[src/rtl/led_chaser_pkg.sv]
// Shared types and constants for the LED chaser reaction game.
// The LFSR taps encode x^16+x^14+x^13+x^11+1 for a right-shifting Galois register.
package led_chaser_pkg;

    typedef enum logic [2:0] {
        IDLE,
        ARM,
        PLAY,
        WON,
        LOST
    } state_t;

    localparam logic [15:0] LFSR_TAPS         = 16'hB400;
    localparam logic [15:0] LFSR_DEFAULT_SEED = 16'hACE1;

    function automatic logic [15:0] lfsr_step(input logic [15:0] value);
        return {1'b0, value[15:1]} ^ (value[0] ? LFSR_TAPS : 16'h0000);
    endfunction

endpackage

[src/rtl/chaser_lfsr16.sv]
// Free-running 16-bit Galois LFSR used as the target source; advances every clock.
// A zero seed is replaced by 1 so the register can never lock up.
module chaser_lfsr16
    import led_chaser_pkg::*;
#(
    parameter logic [15:0] SEED = LFSR_DEFAULT_SEED
) (
    input  logic        clk,
    input  logic        reset,
    output logic [15:0] o_value
);

    localparam logic [15:0] SAFE_SEED = (SEED == 16'h0000) ? 16'h0001 : SEED;

    logic [15:0] r_lfsr;

    always_ff @(posedge clk or posedge reset) begin
        if (reset) begin
            r_lfsr <= SAFE_SEED;
        end else begin
            r_lfsr <= lfsr_step(r_lfsr);
        end
    end

    assign o_value = r_lfsr;

endmodule

[src/rtl/led_chaser_core.sv]
// Reaction-game engine: lights a one-hot target, scores edge-detected correct presses within a timeout.
// Optional LED_CHASER_SPEEDUP_EN shortens the per-round timeout by SPEEDUP_STEP per hit, floored at MIN_TIMEOUT.
module led_chaser_core
    import led_chaser_pkg::*;
#(
    parameter int          NUM_LEDS       = 4,
    parameter int          ROUNDS_TO_WIN  = 16,
    parameter int          TIMEOUT_CYCLES = 25_000_000,
    parameter logic [15:0] LFSR_SEED      = LFSR_DEFAULT_SEED,
    parameter int          SPEEDUP_STEP   = 1_000_000,
    parameter int          MIN_TIMEOUT    = 5_000_000
) (
    input  logic                               clk,
    input  logic                               reset,
    input  logic                               start_game,
    input  logic [NUM_LEDS-1:0]                button,
    output logic [NUM_LEDS-1:0]                led,
    output logic                               game_over,
    output logic                               game_won,
    output logic [$clog2(ROUNDS_TO_WIN+1)-1:0] score
);

    localparam int TGT_W   = $clog2(NUM_LEDS);
    localparam int TMR_W   = $clog2(TIMEOUT_CYCLES);
    localparam int SCORE_W = $clog2(ROUNDS_TO_WIN + 1);

`ifdef LED_CHASER_SPEEDUP_EN
    localparam logic [63:0] STEP_EFF  = 64'(SPEEDUP_STEP);
    localparam logic [63:0] FLOOR_EFF = 64'(MIN_TIMEOUT);
`else
    localparam logic [63:0] STEP_EFF  = 64'(SPEEDUP_STEP) * 64'd0;
    localparam logic [63:0] FLOOR_EFF = 64'(MIN_TIMEOUT) * 64'd0;
`endif

    state_t               r_state;
    logic [NUM_LEDS-1:0]  r_led;
    logic                 r_game_over;
    logic                 r_game_won;
    logic [SCORE_W-1:0]   r_score;
    logic [TMR_W-1:0]     r_timer;
    logic [TMR_W-1:0]     r_tmo_last;
    logic [TGT_W-1:0]     r_target;
    logic [NUM_LEDS-1:0]  r_button_q;

    logic [15:0]          w_lfsr;
    logic [TGT_W-1:0]     w_lfsr_mod;
    logic [TGT_W-1:0]     w_next_target;
    logic [NUM_LEDS-1:0]  w_next_onehot;
    logic [NUM_LEDS-1:0]  w_target_onehot;
    logic [NUM_LEDS-1:0]  w_press;
    logic [63:0]          w_dec;
    logic [63:0]          w_tmo;

    chaser_lfsr16 #(
        .SEED(LFSR_SEED)
    ) u_lfsr (
        .clk    (clk),
        .reset  (reset),
        .o_value(w_lfsr)
    );

    // A repeat of the previous target is bumped to the next LED so every round visibly changes.
    assign w_lfsr_mod    = TGT_W'(w_lfsr % 16'(NUM_LEDS));
    assign w_next_target = (w_lfsr_mod != r_target)            ? w_lfsr_mod :
                           (w_lfsr_mod == TGT_W'(NUM_LEDS - 1)) ? '0 :
                                                                  w_lfsr_mod + 1'b1;
    assign w_next_onehot   = NUM_LEDS'(1) << w_next_target;
    assign w_target_onehot = NUM_LEDS'(1) << r_target;
    assign w_press         = button & ~r_button_q;

    // Timeout for the coming round, kept wide so a large score*step cannot wrap below the floor.
    assign w_dec = 64'(r_score) * STEP_EFF;
    assign w_tmo = (64'(TIMEOUT_CYCLES) >= w_dec + FLOOR_EFF) ? 64'(TIMEOUT_CYCLES) - w_dec : FLOOR_EFF;

    always_ff @(posedge clk or posedge reset) begin
        if (reset) begin
            r_state     <= IDLE;
            r_led       <= '0;
            r_game_over <= 1'b0;
            r_game_won  <= 1'b0;
            r_score     <= '0;
            r_timer     <= '0;
            r_tmo_last  <= TMR_W'(TIMEOUT_CYCLES - 1);
            r_target    <= '0;
            r_button_q  <= '0;
        end else begin
            r_button_q <= button;
            case (r_state)
                IDLE, WON, LOST: begin
                    if (start_game) begin
                        r_state     <= ARM;
                        r_score     <= '0;
                        r_target    <= w_next_target;
                        r_led       <= w_next_onehot;
                        r_game_over <= 1'b0;
                        r_game_won  <= 1'b0;
                    end
                end
                ARM: begin
                    // Release gate: a button held from the previous round can never score.
                    if (button == '0) begin
                        r_state    <= PLAY;
                        r_timer    <= '0;
                        r_tmo_last <= TMR_W'(w_tmo - 64'd1);
                    end
                end
                PLAY: begin
                    if (w_press == w_target_onehot) begin
                        r_score <= r_score + 1'b1;
                        if (r_score == SCORE_W'(ROUNDS_TO_WIN - 1)) begin
                            r_state     <= WON;
                            r_led       <= '1;
                            r_game_over <= 1'b1;
                            r_game_won  <= 1'b1;
                        end else begin
                            r_state  <= ARM;
                            r_target <= w_next_target;
                            r_led    <= w_next_onehot;
                        end
                    end else if ((w_press != '0) || (r_timer == r_tmo_last)) begin
                        r_state     <= LOST;
                        r_led       <= '0;
                        r_game_over <= 1'b1;
                    end else begin
                        r_timer <= r_timer + 1'b1;
                    end
                end
                default: begin
                    r_state <= IDLE;
                    r_led   <= '0;
                end
            endcase
        end
    end

    assign led       = r_led;
    assign game_over = r_game_over;
    assign game_won  = r_game_won;
    assign score     = r_score;

endmodule

[config.mk]
export PLATFORM = sky130hd
export DESIGN_NAME = led_chaser_core
export DESIGN_NICKNAME = d
export VERILOG_FILES = /design/src/rtl/led_chaser_pkg.sv /design/src/rtl/chaser_lfsr16.sv /design/src/rtl/led_chaser_core.sv
export SDC_FILE = /design/constraint.sdc
export NUM_CORES = 1
export LEC_CHECK = 0
export ABC_CLOCK_PERIOD_IN_PS = 2600
export CORE_MARGIN = 4
export CORE_UTILIZATION = 59
export DETAILED_ROUTE_END_ITERATION = 12
export GPL_TIMING_DRIVEN = 0
export PLACE_DENSITY = 0.79
export SYNTH_ARGS = -nofsm -noshare
export SYNTH_HDL_FRONTEND = slang
export SYNTH_SLANG_ARGS = --single-unit
[constraint.sdc]
create_clock -name clk -period 2.6 [get_ports clk]
set_input_delay 0.52 -clock clk [delete_from_list [all_inputs] [get_ports clk]]
set_output_delay 0.52 -clock clk [all_outputs]
set_load 0.005 [all_outputs]
==> run summary <==
Status - complete, no violations
Vias in the first global route - 2358
Crit. End Element - register
Hold-critical path depth - 0
Yosys reg bits - 61
Hold Path Class - reg2reg
Global Route Usage Sum - 24.98%
Antenna cells - 0
Most used cell, CP - nand2_1
Layout fillers - 366
Die area - 6151 um^2
Hold path endpoint - u_lfsr.o_value[7]$_DFF_PP1_
WL/cell - 17.32 um
EDFF count, synth - 0
Share of cells above drive strength 1 - 14.33%
Synth Net Count - 291
Area of placed instances - 3201 um^2
Lkg Pwr - 1.514 nW
Setup WS pre-CTS - -0.2844 ns
Global route overflow - 0
Post-DP HPWL - 4.320 mm
CTS tree - yes
Reg2Reg Depth - 7
Comb pwr share - 27.8%
Most area-consuming cells after synthesis - dfrtp_1 (45%), dfstp_2 (7.2%), nand2_1 (3.6%)
Tot Pwr - 2.925 mW
Initial Util - 61.55%
Hold Startpoint - u_lfsr.o_value[8]$_DFF_PP0_
Initial antenna violation count - 0
IO Pins - 18
CTS root buffer - clkbuf_8
Drt total wl - 6.599 mm
VDD IR max - 0.5930 mV
Starting DRC count in detailed routing - 150
Final hold violation count - 0
Worst-path fanout max - 6
Pins Over Slew Limit - 0
Inserted Clock Buffers - 9
R2R Path Start - r_state[0]$_DFFE_PP0P_
Core ar. - 4755 um^2
Cells along the critical path - clkdlybuf4s50_1 > nand2b_1 > a2111o_1 > a221oi_4 > nand2_1 > nand2_1 > mux2_2
First-pass GRT wire length - 11.52 mm
Final ANT Viol Nets - 0
Tmin final - 2.443 ns
Syn. warnings - 0
Area delta synth->final - 17.83%
Final GP Congestion - 0.8712
PortBufs - 17
R2r setup slk - 0.17 ns
PwrDens - 848.1 nW/um^2
Internal power - 1.951 mW
Netlist cell types - 56
DR DRC count - 0
CP Launch Type - input port
Vias per cell - 6.157
CTS max path bufs - 2
Slowest CP cell - clkdlybuf4s50_1
H-tree depth - 3
Mapped Area - 2927 um^2
Row count - 25
Final WS setup - 0.1573 ns
Clk pwr share - 33.2%
Switching power - 0.9736 mW
Crit Path Category - in2reg
Worst r2r dst - r_timer[11]$_DFFE_PP0P_
Slowest stage delay, CP - 0.52 ns
Post-route cell area - 3448 um^2
Switching share of power - 33.29%
Via count - 2346
Top FF cell, synth - dfrtp_1
Pin count of the biggest net entering global routing - 33
Fin util - 72.53%
TritonRoute pass-1 iters - 5
Post-synth ARST share - 100.0%
MaxCap Viol Count - 0
Setup-failing EPs final - 0
Least-Margin Pin Slew - 0.7647 ns
Worst-path clk slew - 0.07 ns
Mapped Cells - 280
Data arrival, critical path - 2.67 ns
Chip Width - 78.43 um
Maximum clock frequency - 409.4 MHz
Top cell type by total area after synthesis - dfrtp_1
Flop pwr share - 39.0%
Period utilization - 93.95%
Max_slew headroom - 48.55%
Data required, critical path - 2.83 ns
Layout Cells excl Fill - 381
Clock skew - 0.01336 ns
Worst-Skew Late Latency - 0.35 ns
Placed Cells incl. Taps - 365
Die Ht - 78.43 um
Post-CTS Hold Fix Bufs - 0
Top cell type's share of synthesized area - 45.32%
Mapped Avg Cell Area - 10.45 um^2
Final #Nets - 320
Sequential area share after synthesis - 52.50%
CTS Sinks - 61
==> power by group through the flow <==
stage / Clock (mW) / Sequential (mW) / Combinational [mW]
after floorplan: 0 / 1.13 / 0.541
after global placement: 0 / 1.14 / 0.773
after detailed placement: 0 / 1.15 / 0.793
after CTS: 0.985 / 1.14 / 0.803
after global routing: 1.03 / 1.16 / 0.909
final: 0.972 / 1.14 / 0.813
==> what timing repair did <==
item | CTS | global route
gates resized for setup | 0 | 2
buffers inserted | 0 | 0
endpoints found under the setup margin | 0 | 6
==> area by class of cell <==
cell class | instances | area (um^2) | area share (%)
Multi-Input combinational cell | 202 | 1328 | 38.50
Sequential cell | 61 | 1536 | 44.56
Inverter | 6 | 22.52 | 0.6531
Clock buffer | 11 | 151.4 | 4.390
Tap cell | 67 | 83.83 | 2.431
Timing Repair Buffer | 18 | 190.2 | 5.515
Buffer | 11 | 53.80 | 1.560
Clock inverter | 5 | 82.58 | 2.395
==> worst max-delay path, delay by kind of cell <==
family / cells / cell delay, ns
multiplexers: 1 / 0.35
AND/OR/NAND/NOR: 3 / 0.35
AO/OA/AOI/OAI: 2 / 0.91
buffers and inverters: 1 / 0.52
==> per-stage QoR <==
step | hold slack (ns) | TNS (ns)
floorplan | 0.3312 | 0
global placement | 0.3359 | -25.38
detailed placement | 0.3370 | -1.839
CTS | 0.3500 | 0
global route | 0.3542 | -0.01188
finish | 0.3477 | 0
==> registers in the layout, summed over array words and instances, names as in the netlist <==
register and flops:
r_timer 25, u_lfsr.o_value 16, score 5, led 4
r_button_q 4, r_state 3, r_target 2, game_over 1
game_won 1
==> cell families after synthesis <==
logic type / count (synthesis) / synth area share, %
buffers and inverters: 17 / 2.608
and+or+nand+nor: 105 / 19.67
adders and majority gates: 4 / 1.710
xor gates and xnor gates: 6 / 1.796
AOI/OAI and AO/OA: 84 / 20.44
DFF: 61 / 52.50
muxes: 3 / 1.282
==> worst max-delay path by stage <==
stage / endpoint / cells after the start / startpoint / slack [ns]
floorplan: r_state[2]$_DFFE_PP0P_ / 7 / r_timer[0]$_DFFE_PP0P_ / 0.41
global placement: r_button_q[3]$_DFF_PP0_ / 2 / reset / -0.45
detailed placement: score[2]$_DFFE_PP0P_ / 7 / button[1] / -0.28
CTS: r_target[0]$_DFFE_PP0P_ / 7 / button[1] / 0.09
global route: score[2]$_DFFE_PP0P_ / 7 / button[2] / -0.01
finish: r_target[0]$_DFFE_PP0P_ / 7 / button[1] / 0.16
==> cells in the mapped netlist (5+ instances only) <==
cell type and number:
a21oi_1 17, a31oi_1 11, and3_1 7, clkbuf_1 6, dfrtp_1 53, dfstp_2 8
inv_1 6, nand2_1 28, nand3_1 14, nand4_1 6, nor2_1 11, nor3_1 10
o21ai_0 9, o22a_1 5, o31ai_1 12
==> layer usage <==
| layer | up-vias | GRT usage [%] | routed length, um |
|---|---|---|---|
| met5 | - | 0 | 0 |
| met4 | 0 | 9.091 | 103 |
| met3 | 12 | 8.830 | 351 |
| met2 | 84 | 36.99 | 3093 |
| met1 | 1143 | 34.10 | 3051 |
| li1 | 1107 | - | - |
==> cell usage in the layout, fill, tap and decap left out, types with 3 or more instances in the layout <==
cell type        count
o21ai_0              9
nand4_1              6
clkdlybuf4s50_1     17
inv_1                5
nand2b_1             4
and3_1               7
nand2_1             28
o21a_1               3
nor3_1              10
a22o_1               4
dfstp_2              8
a31oi_1             11
xor2_1               4
dfrtp_1             53
clkbuf_1             6
o22a_1               5
nand3_1             14
clkbuf_8            11
o31ai_1             12
a21oi_1             17
a211o_1              3
ha_1                 4
buf_2                4
o21ai_1              4
nor2_1              11
Note: power is estimated with default switching activity, not from simulation.
